### src/rtl/key_note_scheduler.sv
// Round-robin note scheduler: synchronizes and debounces the key pads, then time-shares one tone generator across held keys.
// Optional debounce stage selected by KEY_DEBOUNCE_EN; undefined, held_keys is the raw synchronizer output.
module key_note_scheduler #(
    parameter int SLOT_CYCLES     = 50000,
    parameter int DEBOUNCE_CYCLES = 5000
) (
    input  logic        clk,
    input  logic        rst,
    input  logic        ena,
    input  logic [11:0] keys_in,
    input  logic [3:0]  octave_in,
    output logic [3:0]  note_idx,
    output logic [3:0]  note_octave,
    output logic        note_valid,
    output logic        note_start,
    output logic [11:0] held_keys
);

    localparam int SW = $clog2(SLOT_CYCLES);
    localparam logic [SW-1:0] SLOT_LAST = SW'(SLOT_CYCLES - 1);

    typedef enum logic {S_IDLE, S_PLAY} state_t;

    logic [11:0] sync1, sync2;

    always_ff @(posedge clk) begin
        if (rst) begin
            sync1 <= '0;
            sync2 <= '0;
        end else begin
            sync1 <= keys_in;
            sync2 <= sync1;
        end
    end

`ifdef KEY_DEBOUNCE_EN
    localparam int DW = (DEBOUNCE_CYCLES > 1) ? $clog2(DEBOUNCE_CYCLES) : 1;
    localparam logic [DW-1:0] DB_LAST = DW'(DEBOUNCE_CYCLES - 1);

    logic [DW-1:0] db_cnt;
    logic [11:0]   held_q;

    // sync1 is what sync2 samples next, so a mismatch flags the change one
    // edge early; this lines the copy up at 2 + DEBOUNCE_CYCLES after the input edge.
    always_ff @(posedge clk) begin
        if (rst) begin
            db_cnt <= '0;
            held_q <= '0;
        end else if (sync1 != sync2) begin
            db_cnt <= '0;
        end else if (db_cnt == DB_LAST) begin
            held_q <= sync2;
        end else begin
            db_cnt <= db_cnt + 1'b1;
        end
    end

    assign held_keys = held_q;
`else
    assign held_keys = sync2;

    if (DEBOUNCE_CYCLES < 1) begin : g_debounce_unused
    end
`endif

    state_t        state, state_nxt;
    logic [SW-1:0] slot_cnt, slot_nxt;
    logic [3:0]    idx_nxt, oct_nxt;
    logic          valid_nxt, start_nxt;

    logic [3:0] low_idx, above_idx, next_idx, oct_clamped;
    logic       low_found, above_found, cur_held;

    assign oct_clamped = (octave_in > 4'd8) ? 4'd8 : octave_in;
    assign cur_held    = |(held_keys & (12'b1 << note_idx));

    always_comb begin
        low_idx     = '0;
        above_idx   = '0;
        low_found   = 1'b0;
        above_found = 1'b0;
        for (int unsigned i = 0; i < 12; i++) begin
            if (held_keys[i] && !low_found) begin
                low_idx   = 4'(i);
                low_found = 1'b1;
            end
            if (held_keys[i] && !above_found && (i > 32'(note_idx))) begin
                above_idx   = 4'(i);
                above_found = 1'b1;
            end
        end
        next_idx = above_found ? above_idx : low_idx;
    end

    always_ff @(posedge clk) begin
        if (rst) begin
            state       <= S_IDLE;
            slot_cnt    <= '0;
            note_idx    <= '0;
            note_octave <= '0;
            note_valid  <= 1'b0;
            note_start  <= 1'b0;
        end else begin
            state       <= state_nxt;
            slot_cnt    <= slot_nxt;
            note_idx    <= idx_nxt;
            note_octave <= oct_nxt;
            note_valid  <= valid_nxt;
            note_start  <= start_nxt;
        end
    end

    always_comb begin
        state_nxt = state;
        slot_nxt  = slot_cnt;
        idx_nxt   = note_idx;
        oct_nxt   = note_octave;
        valid_nxt = note_valid;
        start_nxt = 1'b0;
        if (!ena) begin
            state_nxt = S_IDLE;
            slot_nxt  = '0;
            idx_nxt   = '0;
            oct_nxt   = '0;
            valid_nxt = 1'b0;
        end else begin
            case (state)
                S_IDLE: begin
                    slot_nxt  = '0;
                    valid_nxt = 1'b0;
                    if (held_keys != '0) begin
                        state_nxt = S_PLAY;
                        idx_nxt   = low_idx;
                        oct_nxt   = oct_clamped;
                        valid_nxt = 1'b1;
                        start_nxt = 1'b1;
                    end
                end
                S_PLAY: begin
                    valid_nxt = 1'b1;
                    // Release wins over slot expiry; either way only one advance happens.
                    if (!cur_held) begin
                        slot_nxt = '0;
                        if (held_keys == '0) begin
                            state_nxt = S_IDLE;
                            valid_nxt = 1'b0;
                        end else begin
                            idx_nxt   = next_idx;
                            oct_nxt   = oct_clamped;
                            start_nxt = 1'b1;
                        end
                    end else if (slot_cnt == SLOT_LAST) begin
                        slot_nxt = '0;
                        if (next_idx != note_idx || oct_clamped != note_octave) begin
                            idx_nxt   = next_idx;
                            oct_nxt   = oct_clamped;
                            start_nxt = 1'b1;
                        end
                    end else begin
                        slot_nxt = slot_cnt + 1'b1;
                    end
                end
            endcase
        end
    end

endmodule

### config.mk
export PLATFORM = sky130hd
export DESIGN_NAME = key_note_scheduler
export DESIGN_NICKNAME = d
export VERILOG_FILES = /design/src/rtl/key_note_scheduler.sv
export SDC_FILE = /design/constraint.sdc
export NUM_CORES = 1
export LEC_CHECK = 0
export ABC_AREA = 1
export BUFFER_PORTS_ARGS = -buffer_cell sky130_fd_sc_hd__buf_4
export CAP_MARGIN = 20
export CORE_MARGIN = 10
export CORE_UTILIZATION = 55
export CTS_CLUSTER_DIAMETER = 80
export DETAILED_ROUTE_END_ITERATION = 8
export PLACE_DENSITY_LB_ADDON = 0.05
export SKIP_LAST_GASP = 1
export SLEW_MARGIN = 10
export SYNTH_ARGS = -nofsm -noshare
export SYNTH_HDL_FRONTEND = slang
export SYNTH_SLANG_ARGS = --single-unit
### constraint.sdc
create_clock -name clk -period 2.4 [get_ports clk]
set_input_delay 0.48 -clock clk [delete_from_list [all_inputs] [get_ports clk]]
set_output_delay 0.48 -clock clk [all_outputs]
set_load 0.005 [all_outputs]
# Word-level counts from Yosys, hierarchy flattened
# Index checks and enable logic that the tools add are counted.
word_totals:
  output_inout_bits: 22
  register_bits: 50
  n_memories: 0
  mem_bits_rw: 0
  romBits: 0
  latchBits: 0
  elab_cells: 159
  in_bits: 19
op_classes:
  n_reduce_logical: 59
  n_div: 0
  n_shift: 1
  n_mul: 0
  magnitude_cmp: 12
  eq_ne: 7
  mux: 69
  addsub: 1
  bitwise_logic: 3
ops:
  columns: ["operator", "n"]
  rows:
  - ["two-way mux 4 bit", 32]
  - ["logical AND 1 bit", 32]
  - ["two-way mux 16 bit", 2]
  - ["one-hot mux 16 bit (2 select lines)", 1]
  - ["two-way mux 1 bit", 30]
  - ["zero test 1 bit", 21]
  - ["adder 16 x 1 -> 16 bit, second input constant", 1]
  - ["equality test 16 bit, second input constant", 1]
  - ["> comparator 3 x 4 -> 1 bit, first input constant", 4]
  - ["> comparator 4 bit, first input constant", 4]
  - ["one-hot mux 4 bit (2 select lines)", 2]
  - ["AND 12 bit", 1]
  - ["zero test 12 bit", 1]
  - ["nonzero test 12 bit", 1]
  - ["OR reduction 12 bit", 1]
  - ["left shift 1 x 4 -> 12 bit, first input constant", 1]
  - ["> comparator 2 x 4 -> 1 bit, first input constant", 2]
  - ["inequality test 4 bit", 2]
  - ["inequality test 3 x 2 -> 1 bit, second input constant", 2]
  - ["> comparator 1 x 4 -> 1 bit, first input constant", 1]
  - ["> comparator 4 bit, second input constant", 1]
  - ["one-hot mux 1 bit (2 select lines)", 2]
  - ["AND reduction 4 bit", 1]
  - ["inequality test 3 bit, second input constant", 1]
  - ["4 further kinds", 5]

# Logic depth before layout (Yosys ltp)
# Gate-level depths: netlist of run 1.
depth:
  ltp_word: 50
  mapped_depth: 20
  ltp_nobuf: 18

# Worst setup path before layout of run 1
# OpenSTA, ideal clock, no wires.
synth_timing:
  kind: "register -> register"
  start: "register note_idx[3]"
  end: "register note_idx[0]"
  arrival_time_ns: 1.979
  path_stages_with_launch: 17
  path_slack_ns: 0.306
  path_buffers: 2
  setup_time_ns: 0.115
  required_ns: 2.285
  synth_period_minus_slack_ns: 2.094
  cell_sequence: "dfxtp_1 buf_6 nor2_1 nand3_1 nand2_1 nor2_2 nand2_1 nand3_1 nand2_1 nand2_1 nand2_1 nand2_1 nor2_2 nand4_4 buf_6 a21oi_1 nor2_1"
synth_between:
  elab_chain_len: 48
  word_cells_on_any_way: 79
  cone_classes: "11 x order compare; 4 x eq/ne; 1 x shift; 28 x mux; 1 x bitwise; 34 x reduce/logical"
synth_rtl:
  columns: ["item", "line", "source"]
  rows:
  - ["start, declared", "12", "output logic [3:0] note_idx,"]
  - ["start signal, assigned", "106", "note_idx <= idx_nxt;"]
  - ["> comparator 1 x 4 -> 1 bit", "87", "if (held_keys[i] && !above_found && (i > 32'(note_idx))) begin"]
  - ["logical AND 1 bit", "87", null]
  - ["two-way mux 1 bit", "87", null]
  - ["zero test 1 bit", "87", null]
  - ["logical AND 1 bit (2 in series)", "87", null]
  - ["two-way mux 1 bit", "87", null]
  - ["zero test 1 bit", "87", null]
  - ["logical AND 1 bit (2 in series)", "87", null]
  - ["[29 not listed]", null, null]
  - ["zero test 1 bit", "87", null]
  - ["logical AND 1 bit (2 in series)", "87", null]
  - ["two-way mux 4 bit / two-way mux 1 bit (equally long branches)", "87", null]
  - ["two-way mux 4 bit", "92", "next_idx = above_found ? above_idx : low_idx;"]
  - ["inequality test 4 bit / two-way mux 4 bit (equally long branches)", "154", "if (next_idx != note_idx || oct_clamped != note_octave) begin"]
  - ["logical OR 1 bit / two-way mux 4 bit (equally long branches)", "154, 152", null]
  - ["inequality test 3 x 2 -> 1 bit (no line) / two-way mux 4 bit (equally long branches)", null, null]
  - ["AND reduction 4 bit (no line) / one-hot mux 4 bit (2 select lines) (equally long branches)", null, null]
# Several ways; a longest one is shown, not always the timed one. The select of a mux whose other input is x is not followed.
# A chain may end at the register's enable or synchronous reset.

# Worst setup path in the final report of run 1
layout_timing:
  start: "register note_idx[3]"
  end: "register note_octave[1]"
layout_between:
  elab_chain_len: 48
  word_cells_on_any_way: 76
  cone_classes: "11 x order compare; 4 x eq/ne; 1 x shift; 25 x mux; 1 x bitwise; 34 x reduce/logical"
layout_rtl:
  columns: ["item", "line", "source"]
  rows:
  - ["> comparator 1 x 4 -> 1 bit", "87", null]
  - ["logical AND 1 bit", "87", null]
  - ["two-way mux 1 bit", "87", null]
  - ["zero test 1 bit", "87", null]
  - ["logical AND 1 bit (2 in series)", "87", null]
  - ["two-way mux 1 bit", "87", null]
  - ["zero test 1 bit", "87", null]
  - ["logical AND 1 bit (2 in series)", "87", null]
  - ["[29 not listed]", null, null]
  - ["zero test 1 bit", "87", null]
  - ["logical AND 1 bit (2 in series)", "87", null]
  - ["two-way mux 4 bit / two-way mux 1 bit (equally long branches)", "87", null]
  - ["two-way mux 4 bit", "92", null]
  - ["inequality test 4 bit", "154", null]
  - ["logical OR 1 bit", "154", null]
  - ["inequality test 3 x 2 -> 1 bit (no line)", null, null]
  - ["AND reduction 4 bit (no line)", null, null]
  - ["end signal, assigned", "107", "note_octave <= oct_nxt;"]
  - ["end, declared", "13", "output logic [3:0] note_octave,"]
# Several ways; a longest one is shown, not always the timed one.

==> flow_summary.ini, run 1 <==
[status]
run_status = complete, no violations

[power]
max-vdd-ir-drop_uv = 429
cellLeakagePower_uw = 0.00149
cellPowerDensity_nw_per_um2 = 566

[die]
die_height_um = 88.9
die_outline_area_um2 = 7900
design.portCount = 41
starting_utilization_of_the_core_area = 0.583
die_width_um = 88.9
fp.coreArea_um2 = 4470
core.rowCount = 24

[clock_network]
clock_tree.buffer_depth = 2
clock_tree.root_cell = sky130_fd_sc_hd__clkbuf_8
tritoncts_num_sinks = 50
numCtsBuffers = 5
htree_num_levels = 2
cts.reportedPaths.clkPinSlew_ns = 0.10
cts_tree = built
cts-hold-fix-buffers = 0
clkLatencyLatePin_ns = 0.30

[synth]
ys_warn_count = 0
ys.flop_type = sky130_fd_sc_hd__dfxtp_1
mapped_nets = 405
ys_async_sr_fraction = 0
synth_area_per_cell_um2 = 6.77
yosys.cell_types.count = 32
postSynthCellCount = 385
synthesized_area_um2 = 2610
number_of_enable_flip_flop_cells_after_synthesis = 0
ys_seq_elements = 50
seq_total_area_yosys = 0.384

[layout]
antennaDiodeCount = 0
num-nets-final = 459
postLayoutCellArea_um2 = 3160
nFillCells = 409
drive_gt1_frac = 0.223
layout.cells.most_common = sky130_fd_sc_hd__nor2_1
area_growth_syn_to_layout_pct = 21.2
layout_common_cells = 71 x sky130_fd_sc_hd__nor2_1, 68 x sky130_fd_sc_hd__nand2_1, 62 x sky130_fd_sc_hd__inv_1
finalNonFillerCells = 492

[global_routing]
first_global_vias = 2395
grt_start_max_net_pins = 26
grt_antenna_before_repair = 0
grt.total_usage = 0.173
grt_pass1_wl_mm = 10.9
grt-ovfl-total = 0

[sta]
fin_worst_skew_ns = 0.00587
slew_viol_final = 0
post-route-period-util = 0.933
max_freq_mhz = 446
max_slew_margin = 0.643
setup_violations = 0
finalWorstPathRequiredPeriod_ns = 2.24
setup_slack_ns = 0.160
worst-slew-pin-transition_ns = 0.529
hold_viol_final = 0

[drt]
wl_mm = 6.68
dr_total_vias = 2557
first_pass_iters = 4
detail_route.iter0.violations = 148
antenna_left = 0
via_per_inst = 5.20
drc = 0
routed_wire_per_std_cell_um = 13.6

[placed_design]
io_buffer_count = 40
place_congestion = 0.968
place.detailed.instances = 482
detailed_place.area_um2 = 3020
place_ws_ns = 0.0505
place.detailed.hpwl_mm = 5.34

[worst_setup_path]
setup.worst_path.class = flop to flop
timing.critical_path.slowest_cell_delay_ns = 0.35
crit_path_cell_trace = buf_4, nor2_4, nand2_1, nand2_2, nand2_2, nor2_4, nand3_2, nor2_4, nand2_1, nand3_1, nand2_1, nor2_4, nand4_4, a21oi_1, nor2_1
cpMostUsedCell = sky130_fd_sc_hd__nor2_4
worst-endpoint-required_ns = 2.59
crit_arrival_ns = 2.43
worstSetupEndpointType = flop
slowest_cell_on_the_critical_path = sky130_fd_sc_hd__dfxtp_2
setup.worst_path.start_class = flop
path_max_fanout = 8

[min_path]
worstHoldPathType = input pin to flop

[job]
timing.max_cap.violations = 0
## cell usage after synthesis, types with 2 or more instances
library cell,n,area (um2)
sky130_fd_sc_hd__nand2_2,8,50.1
sky130_fd_sc_hd__inv_2,3,11.3
sky130_fd_sc_hd__xnor2_1,2,17.5
sky130_fd_sc_hd__o211ai_1,2,15.0
sky130_fd_sc_hd__clkbuf_1,4,15.0
sky130_fd_sc_hd__nor2_4,4,45.0
sky130_fd_sc_hd__nor4_1,2,12.5
sky130_fd_sc_hd__nor3_1,9,45.0
sky130_fd_sc_hd__nand2_1,70,263
sky130_fd_sc_hd__buf_6,4,45.0
sky130_fd_sc_hd__nor3b_1,4,30.0
sky130_fd_sc_hd__a21oi_1,12,60.1
sky130_fd_sc_hd__xor2_1,6,52.6
sky130_fd_sc_hd__nand3_2,2,20.0
sky130_fd_sc_hd__nand3_1,30,150
sky130_fd_sc_hd__inv_1,63,236
sky130_fd_sc_hd__o21ai_0,10,50.1
sky130_fd_sc_hd__dfxtp_1,50,1000
sky130_fd_sc_hd__a21oi_2,4,35.0
sky130_fd_sc_hd__nand4_1,10,62.6
sky130_fd_sc_hd__nor2_1,72,270
sky130_fd_sc_hd__a31oi_1,3,18.8
sky130_fd_sc_hd__nor2_2,2,12.5
## flip-flops by register name, indices dropped and copies added (netlist names)
name	cells
slot_cnt	16
held_keys	12
sync1	12
note_idx	4
note_octave	4
note_start	1
state	1
## cell type report
class                      count  area [um2]  area share
tap                           52        65.1      0.0206
multi-input combinational    261        1330       0.419
timing repair buffer          55         425       0.135
sequential                    50        1010       0.318
clock buffer                   5        68.8      0.0218
clock inverter                 3        22.5     0.00713
inverter                      66         248      0.0784
## worst max-delay path: cells and delay by family, from the launching register on
| kind | cells | cell delay [ns] |
|---|---|---|
| simple gates | 13 | 1.45 |
| buf+inv | 1 | 0.15 |
| flops | 1 | 0.35 |
| compound gates | 1 | 0.20 |
## worst paths after layout
kind              cells after the start             end  slack [ns]   startpoint
setup reg to reg                     15  note_octave[1]        0.16  note_idx[3]
hold / removal                        3       sync1[11]        0.37  keys_in[11]
hold reg to reg                       2    held_keys[0]        0.41     sync1[0]
setup / recovery                     15  note_octave[1]        0.16  note_idx[3]
## logic make-up after synthesis
kind of cell    Yosys count  share of synthesized area
fa+ha+maj                 1                    0.00480
xor+xnor                  8                     0.0269
flops                    50                      0.384
simple gates            216                      0.382
compound gates           35                     0.0816
buf+inv                  75                      0.121
## report_power, final
group	switching (uW)	internal (uW)	leakage, uW
Sequential	35.5	861	0.000411
Combinational	221	174	0.00103
Clock	286	211	0.0000489
Total	543	1250	0.00149
## routing by layer
layer  vias to the layer above  GRT usage  part of all wire
met2                        78      0.273              0.47
met5                         -          0                 0
li1                       1320          -                 -
met3                        13     0.0432             0.060
met1                      1146      0.222              0.45
met4                         0     0.0617             0.022
## what timing repair did
item / CTS / global route
gates resized for setup: 0 / 11
buffers inserted: 0 / 1
endpoints found under the setup margin: 0 / 10
## metrics by stage
stage,total power (uW),hold WS (ns),utilization,TNS (ns)
after floorplan,1140,0.388,-,0
after global placement,1280,0.389,0.676,0
after detailed placement,1280,0.393,0.676,0
after CTS,1780,0.363,0.696,0
after global routing,1880,0.369,0.706,-0.0322
final,1790,0.371,0.706,0
Note: power is estimated with default switching activity, not from simulation.
==> inputs of run 2 (changes only) <==
Settings changed: CORE_UTILIZATION 55 to 51, SLEW_MARGIN 10 to unset.
Clock period 2.4 ns to 1.9 ns, I/O delays scaled along.
==> flow_summary.ini, run 2 (synthesis gave the netlist of run 1 again) <==
[status]
run_status = finished, violations left
violations = negative setup slack

[sta]
slew_viol_final = 0
setup_slack_ns = -0.213
max_slew_margin = 0.639
max_freq_mhz = 473
fin_worst_skew_ns = 0.00944
setup_violations = 9
grt_setup_unrepaired = true
post-route-period-util = 1.11
worst-slew-pin-transition_ns = 0.534
hold_viol_final = 0
finalWorstPathRequiredPeriod_ns = 2.11

[die]
die_outline_area_um2 = 8370
design.portCount = 41
die_height_um = 91.5
starting_utilization_of_the_core_area = 0.538
die_width_um = 91.5
fp.coreArea_um2 = 4850
core.rowCount = 25

[min_path]
hold_path_depth = 3
worstHoldPathType = input pin to flop
launch_instance_of_the_worst_min_delay_path = keys_in[0]
timing.hold.worst_endpoint = sync1[0]

[layout]
postLayoutCellArea_um2 = 3550
num-nets-final = 494
largest_reg_flops = 16
nFillCells = 415
registers.top_by_ff_count = slot_cnt
drive_gt1_frac = 0.322
antennaDiodeCount = 0
layout.cells.most_common = sky130_fd_sc_hd__buf_4
area_growth_syn_to_layout_pct = 36.1
end_of_flow_core_utilization = 0.732
layout_common_cells = 89 x sky130_fd_sc_hd__buf_4, 65 x sky130_fd_sc_hd__nor2_1, 64 x sky130_fd_sc_hd__nand2_1

[clock_network]
htree_num_levels = 2
clock_tree.root_cell = sky130_fd_sc_hd__clkbuf_8
tritoncts_num_sinks = 50
cts-hold-fix-buffers = 0
clock_tree.buffer_depth = 2
cts_tree = built
clkLatencyLatePin_ns = 0.30
numCtsBuffers = 5
cts.reportedPaths.clkPinSlew_ns = 0.09

[placed_design]
place_congestion = 0.984
place_ws_ns = -0.337
detailed_place.area_um2 = 3290
io_buffer_count = 40
place.detailed.hpwl_mm = 4.92

[power]
max-vdd-ir-drop_uv = 637
cellLeakagePower_uw = 0.00168
cellPowerDensity_nw_per_um2 = 675

[global_routing]
grt.total_usage = 0.150
grt_antenna_before_repair = 0
grt-ovfl-total = 0
grt_pass1_wl_mm = 10.6
first_global_vias = 2432
grt_start_max_net_pins = 26

[worst_setup_path]
rr_worst_depth = 16
worst-endpoint-required_ns = 2.11
crit_path_cell_trace = inv_4, nor2_4, nand2_2, nand2_2, nand2_2, nor2_4, nand3_2, nor2_4, nand2_1, nand3_1, nand2_1, nor2_2, nand4_4, buf_12, a21oi_2, nor2_1
setup_slack_reg_to_reg_ns = -0.21
worst_r2r_src = note_idx[2]
crit_path_cell_count = 16
worstSetupEndpointType = flop
kind_of_cell_with_the_highest_combined_delay_on_the_critical_path = simple AND/OR/NAND/NOR gates
critical_path.reg2reg.endpoint = note_idx[1]
setup.worst_path.start_class = flop
critPathBufInv = 2
path_max_fanout = 13
crit_arrival_ns = 2.32
setup.worst_path.class = flop to flop
timing.critical_path.slowest_cell_delay_ns = 0.41
slowest_cell_on_the_critical_path = sky130_fd_sc_hd__dfxtp_4

[drt]
detail_route.iter0.violations = 115
routed_wire_per_std_cell_um = 12.0
antenna_left = 0
drc = 0
dr_total_vias = 2644
via_per_inst = 4.88
first_pass_iters = 4
wl_mm = 6.48

[job]
timing.max_cap.violations = 0
==> run 2: metal layers <==
layer  track usage  up-vias  wire length [um]
met2         0.249       54              3160
met4        0.0457        0                70
met5             0        -                 0
met1         0.184     1198              2950
met3        0.0395        7               310
li1              -     1385                 -
==> run 2: area by class of cell <==
| class | count | area [um2] | share of cell area |
|---|---|---|---|
| Sequential cell | 50 | 1020 | 0.287 |
| Inverter | 66 | 253 | 0.0712 |
| Multi-Input combinational cell | 260 | 1380 | 0.388 |
| Tap cell | 67 | 83.8 | 0.0236 |
| Clock inverter | 3 | 40.0 | 0.0113 |
| Clock buffer | 5 | 68.8 | 0.0194 |
| Timing Repair Buffer | 91 | 708 | 0.200 |
==> run 2: timing repair <==
action                                 CTS  global route
pin swaps                                4             7
endpoints found under the hold margin    0             0
buffers inserted                         4             4
gates cloned                             0             0
gates resized for setup                  5            20
setup endpoints to repair                9            20
==> run 2: stage by stage <==
step | TNS, ns | power (uW) | hold slack, ns | std cells
floorplan | -0.916 | 1460 | 0.388 | 385
global placement | -2.58 | 1660 | 0.390 | 526
detailed placement | -2.87 | 1670 | 0.393 | 526
CTS | -1.59 | 2410 | 0.267 | 538
global route | -3.38 | 2510 | 0.261 | 542
finish | -1.79 | 2400 | 0.269 | 542
==> run 2: worst max-delay path by stage <==
stage                     start          end  slack [ns]
finish              note_idx[2]  note_idx[1]       -0.21
CTS                 note_idx[2]  note_idx[1]       -0.19
detailed placement  note_idx[0]  note_idx[1]       -0.34
global route        note_idx[2]  note_idx[1]       -0.39
global placement    note_idx[0]  note_idx[3]       -0.30
floorplan           note_idx[2]  note_idx[1]       -0.11
==> run 2: power by group <==
group / internal [uW] / total (uW) / switching, uW
sequential: 1090 / 1130 / 42.9
clock: 388 / 732 / 344
combinational: 259 / 537 / 278
total: 1730 / 2400 / 665
==> run 2: worst min-delay path, cell delays in order <==
cell and delay [ns]:
sky130_fd_sc_hd__buf_4 0.07, sky130_fd_sc_hd__inv_1 0.03, sky130_fd_sc_hd__nor2_1 0.06
==> inputs of run 3 (changes only) <==
Settings changed: CORE_ASPECT_RATIO set to 1.4.
==> flow_summary.ini, run 3 (synthesis gave the netlist of run 1 again) <==
[sta]
fin_worst_skew_ns = 0.00799
finalWorstPathRequiredPeriod_ns = 2.16
max_freq_mhz = 463
max_slew_margin = 0.463
slew_viol_final = 0
fin_tns_setup_ns = -2.19
worst-slew-pin-transition_ns = 0.794
post-route-period-util = 1.14
grt_setup_unrepaired = true
setup_violations = 9
hold_viol_final = 0
fin_worst_hold_slack_ns = 0.278
setup_slack_ns = -0.262

[power]
cellLeakagePower_uw = 0.00175
cellPowerDensity_nw_per_um2 = 707
max-vdd-ir-drop_uv = 646

[worst_setup_path]
setup.worst_path.start_class = flop
crit_arrival_ns = 2.36
cp-startpoint = note_idx[2]
worst_r2r_src = note_idx[2]
path_max_fanout = 16
setup.worst_path.class = flop to flop
worstSetupEndpointType = flop
worst-endpoint-required_ns = 2.10

[layout]
largest_reg_flops = 16
area_growth_syn_to_layout_pct = 41.1
antennaDiodeCount = 0
postLayoutCellArea_um2 = 3680
layout_common_cells = 97 x sky130_fd_sc_hd__buf_4, 66 x sky130_fd_sc_hd__nand2_1, 64 x sky130_fd_sc_hd__nor2_1
registers.top_by_ff_count = slot_cnt
end_of_flow_core_utilization = 0.748
layout.cells.most_common = sky130_fd_sc_hd__buf_4
drive_gt1_frac = 0.337
num-nets-final = 505

[clock_network]
cts.reportedPaths.clkPinSlew_ns = 0.09
cts_tree = built
clock_tree.root_cell = sky130_fd_sc_hd__clkbuf_8
clock_tree.buffer_depth = 2
clkLatencyLatePin_ns = 0.30
numCtsBuffers = 5
cts-hold-fix-buffers = 0
tritoncts_num_sinks = 50
htree_num_levels = 2

[die]
die_width_um = 80.4
starting_utilization_of_the_core_area = 0.530
die_outline_area_um2 = 8410
core.rowCount = 30
fp.coreArea_um2 = 4920
design.portCount = 41
die_height_um = 105

[status]
run_status = finished, violations left
violations = negative setup slack

[placed_design]
place.detailed.hpwl_mm = 5.35
place_congestion = 0.904
io_buffer_count = 40
detailed_place.area_um2 = 3430

[drt]
antenna_left = 0
detail_route.iter0.violations = 175
drc = 0
dr_total_vias = 2666
via_per_inst = 4.85
wl_mm = 6.94
first_pass_iters = 4
routed_wire_per_std_cell_um = 12.6

[global_routing]
grt.busiest_layer = met2
grt-ovfl-total = 0
grt_start_max_net_pins = 26
grt_antenna_before_repair = 0
met3_usage = 0.0292
grtUsageMet2 = 0.274
first_global_vias = 2524
grt.total_usage = 0.158
grt_pass1_wl_mm = 11.1
grt.met1_usage = 0.174

[job]
timing.max_cap.violations = 0

[min_path]
launch_instance_of_the_worst_min_delay_path = keys_in[4]
worstHoldPathType = input pin to flop
-- run 3: worst paths after layout --
path	endpoint	slack, ns	cells past startpoint
worst max-delay path	note_octave[0]	-0.26	16
worst min-delay path	sync1[4]	0.28	3
worst max register to register	note_octave[0]	-0.26	16
worst min register to register	held_keys[11]	0.40	2
-- run 3: metrics by stage --
step                total power [uW]  instances  worst slack, ns
finish                          2600        550           -0.262
global route                    2720        550           -0.442
CTS                             2590        549           -0.223
detailed placement              1720        539           -0.300
global placement                1710        539           -0.277
floorplan                       1460        385           -0.115
-- run 3: area by class of cell --
type                    instances  area [um2]
flip-flops and latches         50        1020
multi-input cells             260        1370
clock buffers                   5        68.8
inverters                      66         253
well taps                      64        80.1
clock inverters                 3        68.8
repair buffers                102         820
fillers                       426        1240
-- run 3: timing repair --
item                                    in CTS  in global routing
hold endpoints to repair                     0                  0
gates resized for setup                      4                 22
setup buffers                                2                  1
pin swaps                                    3                  5
endpoints found under the setup margin       9                 25
-- run 3: where the power goes --
group / internal [uW] / leakage, uW / switching (uW) / total (uW)
clock: 527 / 0.0000683 / 356 / 884
combinational: 296 / 0.00127 / 291 / 588
sequential: 1090 / 0.000413 / 44.9 / 1130
-- run 3: layer usage --
layer / vias up / wire length (um)
met2: 64 / 3490
met4: 0 / 262
met3: 21 / 247
li1: 1410 / -
met1: 1171 / 2940
met5: - / 0
-- run 3: critical path: stages, from the launching register on --
cell	delay, ns
sky130_fd_sc_hd__dfxtp_4	0.42
sky130_fd_sc_hd__inv_4	0.05
sky130_fd_sc_hd__nor2_4	0.13
sky130_fd_sc_hd__nand2_1	0.08
sky130_fd_sc_hd__nand2_2	0.09
sky130_fd_sc_hd__nand2_2	0.06
sky130_fd_sc_hd__nor2_4	0.13
sky130_fd_sc_hd__nand3_2	0.10
sky130_fd_sc_hd__nor2_4	0.17
sky130_fd_sc_hd__nand2_1	0.07
sky130_fd_sc_hd__nand3_1	0.09
sky130_fd_sc_hd__nand2_1	0.07
sky130_fd_sc_hd__nor2_2	0.13
sky130_fd_sc_hd__nand4_4	0.11
sky130_fd_sc_hd__buf_12	0.17
sky130_fd_sc_hd__a21oi_2	0.12
sky130_fd_sc_hd__nor2_1	0.05
